$ cat config.mk
export PLATFORM = sky130hd
export DESIGN_NAME = mer_accum_flat
export DESIGN_NICKNAME = d
export VERILOG_FILES = /design/src/rtl/mer_accum_if.sv /design/src/rtl/mer_accum.sv /design/src/flat_wrapper.sv
export SDC_FILE = /design/constraint.sdc
export NUM_CORES = 2
export LEC_CHECK = 0
export ABC_AREA = 1
export ABC_CLOCK_PERIOD_IN_PS = 6600
export CORE_ASPECT_RATIO = 1.2
export CORE_MARGIN = 2
export CORE_UTILIZATION = 55
export DETAILED_ROUTE_END_ITERATION = 6
export GPL_ROUTABILITY_DRIVEN = 1
export PLACE_DENSITY = 0.84
export RECOVER_POWER = 25
export SYNTH_ARGS = -nofsm -noshare
export SYNTH_HDL_FRONTEND = slang
export SYNTH_SLANG_ARGS = --single-unit
export TNS_END_PERCENT = 5
$ cat constraint.sdc
create_clock -name clk -period 6.6 [get_ports clk]
set_clock_uncertainty 0.05 [all_clocks]
set_input_delay 0.99 -clock clk [delete_from_list [all_inputs] [get_ports clk]]
set_output_delay 0.99 -clock clk [all_outputs]
set_load 0.005 [all_outputs]
$ cat src/rtl/mer_accum_if.sv
// mer_accum symbol-side and result-side signal bundle.
// master drives symbols, slave is the accumulator.
interface mer_accum_if #(
  parameter int WINDOW_LOG2 = 10
);
  logic                     sym_clk_en;
  logic                     clear_accum;
  logic signed [17:0]       error;
  logic signed [17:0]       map_out;
  logic                     sym_error;
  logic [35:0]              err_power;
  logic [35:0]              ref_power;
  logic [WINDOW_LOG2:0]     sym_err_count;
  logic                     results_valid;
  logic                     busy;

  modport master (
    output sym_clk_en,
    output clear_accum,
    output error,
    output map_out,
    output sym_error,
    input  err_power,
    input  ref_power,
    input  sym_err_count,
    input  results_valid,
    input  busy
  );

  modport slave (
    input  sym_clk_en,
    input  clear_accum,
    input  error,
    input  map_out,
    input  sym_error,
    output err_power,
    output ref_power,
    output sym_err_count,
    output results_valid,
    output busy
  );
endinterface

$ cat src/rtl/mer_accum.sv
// MER window accumulator: mean error/reference power per 2^WINDOW_LOG2 symbols.
// Define MER_SYM_ERR_COUNT_EN to build the symbol-error counter.
module mer_accum #(
  parameter int WINDOW_LOG2 = 10
) (
  input logic       clk,
  input logic       reset,
  mer_accum_if.slave bus
);
  localparam int AW = 36 + WINDOW_LOG2;
  localparam int CW = WINDOW_LOG2 + 1;
  localparam logic [CW-1:0] FULL = {1'b1, {WINDOW_LOG2{1'b0}}};
  localparam logic [CW-1:0] ONE  = {{WINDOW_LOG2{1'b0}}, 1'b1};

  typedef enum logic [1:0] {
    IDLE,
    ACCUM,
    DUMP
  } state_t;

  state_t state;
  state_t next_state;

  logic              v1;
  logic [35:0]       e_sq;
  logic [35:0]       r_sq;
  logic [AW-1:0]     err_acc;
  logic [AW-1:0]     ref_acc;
  logic [CW-1:0]     sym_cnt;
  logic signed [35:0] e_ext;
  logic signed [35:0] m_ext;
  logic signed [35:0] e_prod;
  logic signed [35:0] r_prod;
  logic              cap;
  logic              zero;
  logic              win_end;

  assign e_ext  = {{18{bus.error[17]}}, bus.error};
  assign m_ext  = {{18{bus.map_out[17]}}, bus.map_out};
  assign e_prod = e_ext * e_ext;
  assign r_prod = m_ext * m_ext;

  // DUMP still captures so a symbol landing there joins the next window
  assign cap  = bus.sym_clk_en && !bus.clear_accum
             && (state != IDLE);
  assign zero = (state == IDLE) || bus.clear_accum;
  assign win_end = (state == ACCUM) && v1
                && (sym_cnt + ONE == FULL);
  assign bus.busy = (state != IDLE);

  always_ff @(posedge clk) begin
    if (!reset) state <= IDLE;
    else        state <= next_state;
  end

  always_comb begin
    next_state = state;
    unique case (state)
      IDLE:    if (bus.clear_accum) next_state = ACCUM;
      ACCUM:   if (!bus.clear_accum && win_end)
                 next_state = DUMP;
      DUMP:    next_state = ACCUM;
      default: next_state = IDLE;
    endcase
  end

  always_ff @(posedge clk) begin
    if (!reset) begin
      v1                <= 1'b0;
      e_sq              <= '0;
      r_sq              <= '0;
      err_acc           <= '0;
      ref_acc           <= '0;
      sym_cnt           <= '0;
      bus.err_power     <= '0;
      bus.ref_power     <= '0;
      bus.results_valid <= 1'b0;
    end else begin
      v1                <= cap;
      bus.results_valid <= 1'b0;
      if (cap) begin
        e_sq <= e_prod;
        r_sq <= r_prod;
      end
      if (zero) begin
        err_acc <= '0;
        ref_acc <= '0;
        sym_cnt <= '0;
      end else if (state == DUMP) begin
        bus.err_power     <= err_acc[AW-1:WINDOW_LOG2];
        bus.ref_power     <= ref_acc[AW-1:WINDOW_LOG2];
        bus.results_valid <= 1'b1;
        err_acc <= v1 ? {{WINDOW_LOG2{1'b0}}, e_sq} : '0;
        ref_acc <= v1 ? {{WINDOW_LOG2{1'b0}}, r_sq} : '0;
        sym_cnt <= v1 ? ONE : '0;
      end else if (v1) begin
        err_acc <= err_acc + {{WINDOW_LOG2{1'b0}}, e_sq};
        ref_acc <= ref_acc + {{WINDOW_LOG2{1'b0}}, r_sq};
        sym_cnt <= sym_cnt + ONE;
      end
    end
  end

`ifdef MER_SYM_ERR_COUNT_EN
  logic          err_bit;
  logic [CW-1:0] err_cnt;

  always_ff @(posedge clk) begin
    if (!reset) begin
      err_bit           <= 1'b0;
      err_cnt           <= '0;
      bus.sym_err_count <= '0;
    end else begin
      if (cap) err_bit <= bus.sym_error;
      if (zero) begin
        err_cnt <= '0;
      end else if (state == DUMP) begin
        bus.sym_err_count <= err_cnt;
        err_cnt <= v1 ? {{WINDOW_LOG2{1'b0}}, err_bit}
                      : '0;
      end else if (v1) begin
        err_cnt <= err_cnt
                 + {{WINDOW_LOG2{1'b0}}, err_bit};
      end
    end
  end
`else
  logic unused_sym_error;
  assign unused_sym_error  = bus.sym_error;
  assign bus.sym_err_count = '0;
`endif
endmodule

$ cat src/flat_wrapper.sv
// flat-port wrapper written by rule: the top's interface ports become plain ports
module mer_accum_flat 
#(
  parameter int WINDOW_LOG2 = 10
)
  (clk, reset, bus_sym_clk_en, bus_clear_accum, bus_error, bus_map_out, bus_sym_error, bus_err_power, bus_ref_power, bus_sym_err_count, bus_results_valid, bus_busy);
  mer_accum_if #(.WINDOW_LOG2(WINDOW_LOG2)) bus_i ();
  input logic clk;
  input logic reset;
  input wire logic [$bits(bus_i.sym_clk_en)-1:0] bus_sym_clk_en;
  input wire logic [$bits(bus_i.clear_accum)-1:0] bus_clear_accum;
  input wire logic [$bits(bus_i.error)-1:0] bus_error;
  input wire logic [$bits(bus_i.map_out)-1:0] bus_map_out;
  input wire logic [$bits(bus_i.sym_error)-1:0] bus_sym_error;
  output wire logic [$bits(bus_i.err_power)-1:0] bus_err_power;
  output wire logic [$bits(bus_i.ref_power)-1:0] bus_ref_power;
  output wire logic [$bits(bus_i.sym_err_count)-1:0] bus_sym_err_count;
  output wire logic [$bits(bus_i.results_valid)-1:0] bus_results_valid;
  output wire logic [$bits(bus_i.busy)-1:0] bus_busy;
  assign bus_i.sym_clk_en = bus_sym_clk_en;
  assign bus_i.clear_accum = bus_clear_accum;
  assign bus_i.error = bus_error;
  assign bus_i.map_out = bus_map_out;
  assign bus_i.sym_error = bus_sym_error;
  assign bus_err_power = bus_i.err_power;
  assign bus_ref_power = bus_i.ref_power;
  assign bus_sym_err_count = bus_i.sym_err_count;
  assign bus_results_valid = bus_i.results_valid;
  assign bus_busy = bus_i.busy;
  mer_accum #(.WINDOW_LOG2(WINDOW_LOG2)) u_core (.clk(clk), .reset(reset), .bus(bus_i));
endmodule
==> impl_results.md <==
* Placed instance area at 44300 um^2
* Failing checks: design-rule violations, max-capacitance violations, max-slew violations
* HP Class: reg -> reg
* Wire per inst at 15.8 um
* CP bufs+invs at 8
* Input/output buffers at 113
* Ant diodes at 0
* Max Slew Vio Count at 126
* Largest net degree at the start of global routing at 85
* Vias at 35800
* Sink Count at 249
* Ys Warns at 0
* Maximum buffer depth of the clock tree at 3
* Cell depth of the worst setup path at 22
* Share of cells above drive strength 1 at 11.5%
* Post-route ant nets at 0
* CTS Buf Count at 22
* Post-synthesis async set-or-reset flop share at 0%
* Top Ports at 126
* Final #Nets at 6755
* CTS root buffer: clkbuf_16
* Most frequent cells in the layout: nand2_1, inv_1, fa_1
* Hold_buf cts at 0
* DR vias/cell at 5.28
* Critical path type: in -> reg
* Initial antenna violation count at 0
* Die ar. at 72500 um^2
* Cells after Synth at 5379
* CTS tree: done
* Final Hold Viols at 0
* Number of global-route vias before repair at 37700
* Ys flop type: dfxtp_1
* Status: finished with violations
* Worst Setup End Kind: flop
* Period utilisation layout at 97.0%
* CP Max Fanout at 15
* Worst path cell trace: clkdlybuf4s50_1, buf_12, nand2_1, fa_1, inv_1, buf_4, fa_1, fa_1, fa_1, fa_1, inv_1, fa_1, inv_1, ha_1, buf_4, nand2_1, nor3_1, nand4_1, nand4_1, nand3_1, nand2_1, inv_1
* Gp weighted congestion at 0.996
* Post-synth EDFFs at 0
* Minimum clock period at 6.40 ns
* Layout area overhead at 17.1%
* Chip width at 246 um
* Crit path max-delay family: adder cells
* Iteration-0 DRC count of the detailed router at 2353
* Yosys cell types at 51
* Worst-skew pair later-pin latency at 0.55 ns
* RSZ-0062 raised after global routing: yes
* Grt ovf at 0
* Slowest cell on the critical path: fa_1
* Cell area after synthesis at 38700 um^2
* CP peak stage delay at 0.55 ns
* Syn avg cell area at 7.19 um^2
* Drc violations at 4
* Slew @ Worst Pin at 3.56 ns
* Synth Register Bits at 249
* Max-Cap Viols at 3
* Rel. slew slack at -137%
* Routed WL at 107000 um
* Path depth of the worst reg2reg path at 9
* Fin area at 45300 um^2
* First-pass GRT wire length at 179000 um
* Initial cell density of the core at 55.6%
* CP required at 7.00 ns
* Final setup violating endpoints at 0
* Hold depth at 2
* Startpoint types: input port
* Sequential share of the synthesized area at 12.9%
* Peak Freq at 0.156 GHz
* CP arrival at 6.80 ns
* Most common cell after layout, fill and taps aside: nand2_1
* Site Rows at 106
* Die span in y at 295 um
* DP HPWL at 89000 um
* H-tree Lvls at 1
* Worst-path clk slew at 0.07 ns
* Most used cell, CP: fa_1
* First-pass detailed-route iteration total at 7
* CORE AREA at 69600 um^2
* Slack of the worst reg-to-reg path at 0.42 ns
* Global Route Usage Sum at 30.2%
-- registers in the layout, indices dropped and copies added (netlist names) --
| signal | cells |
|---|---|
| u_core.v1 | 1 |
| u_core.bus.results_valid | 1 |
| u_core.bus.err_power | 36 |
| u_core.e_sq | 35 |
| u_core.err_acc | 46 |
| u_core.ref_acc | 46 |
| u_core.r_sq | 35 |
| u_core.sym_cnt | 11 |
| u_core.bus.ref_power | 36 |
| u_core.state | 2 |
-- final timing paths --
kind                                      endpoint                             startpoint
max                   u_core.e_sq[28]$_SDFFE_PN0P_                          bus_error[17]
min reg2reg  u_core.bus.err_power[31]$_SDFFE_PN0P_  u_core.bus.err_power[31]$_SDFFE_PN0P_
min          u_core.bus.err_power[31]$_SDFFE_PN0P_  u_core.bus.err_power[31]$_SDFFE_PN0P_
max reg2reg         u_core.sym_cnt[5]$_SDFFE_PP0P_                   u_core.v1$_SDFF_PN0_
-- layout make-up --
type,count,area (um^2)
tap,918,1150
multi-input combinational,3655,28300
sequential,249,4980
timing repair buffer,609,5190
fill,5668,24300
clock inverter,11,98.8
clock buffer,29,658
inverter,1301,4890
-- Yosys cell counts (4+ instances only) --
master / number / share of area [%]
nor2_2: 8 / 0.13
xor2_1: 73 / 1.7
clkbuf_1: 128 / 1.2
buf_4: 13 / 0.25
inv_2: 11 / 0.11
xnor2_1: 24 / 0.54
nand4_1: 43 / 0.70
buf_2: 19 / 0.25
o21ai_1: 10 / 0.13
nor2_1: 339 / 3.3
a21oi_2: 6 / 0.14
nand2_1: 1310 / 13
dfxtp_1: 249 / 13
or2_2: 11 / 0.18
o21ai_0: 107 / 1.4
nor3_1: 23 / 0.30
nand3_1: 298 / 3.9
nor3_2: 6 / 0.16
ha_1: 289 / 9.3
buf_1: 24 / 0.23
fa_1: 587 / 30
a31o_2: 4 / 0.091
nand3_2: 6 / 0.16
o211ai_1: 24 / 0.47
a21o_1: 10 / 0.19
a31oi_1: 7 / 0.11
o21bai_1: 36 / 0.70
a21oi_1: 364 / 4.7
inv_1: 1289 / 13
nand2_2: 19 / 0.31
-- routing by layer --
layer  vias up  wire, um  global-route usage, %
met2      1217     54400                   55.1
met3       339      6000                   2.70
li1      17100         -                      -
met4         0      4740                   12.4
met1     17100     42000                   36.4
met5         -         0                      0
-- worst min-delay path, cell delays in order, from the launching register on --
cell and delay (ns):
dfxtp_1 0.31, nand2_1 0.06, a21oi_1 0.05
-- stage by stage --
step           worst slack (ns)  instances  hold slack, ns  util [%]  TNS (ns)
6_report                  0.199       6772           0.405      65.0         0
5_1_grt                 -0.0476       6772           0.423      65.0   -0.0868
4_1_cts                  0.0566       6765           0.412      64.7         0
3_5_place_dp             -0.518       6725           0.402      63.6    -12.03
3_3_place_gp             -0.382       6725           0.397      63.6     -6.70
2_1_floorplan             0.143       5389           0.394         -         0
-- kinds of logic after synthesis --
logic type	synth area share, %
other	0.00969
XOR/XNOR	2.20
AND/OR/NAND/NOR	22.2
AO/OA/AOI/OAI	8.35
flip-flops	12.9
buffers and inverters	14.6
adder cells (fa/ha/maj)	39.7
-- repair_timing --
action | CTS | global route
setup buffers | 0 | 7
hold endpoints to repair | 0 | 0
setup endpoints to repair | 0 | 27
resized for setup | 0 | 65
Power is not shown: default switching activity piles up to over one toggle a cycle in this logic, so the estimate is an artifact.
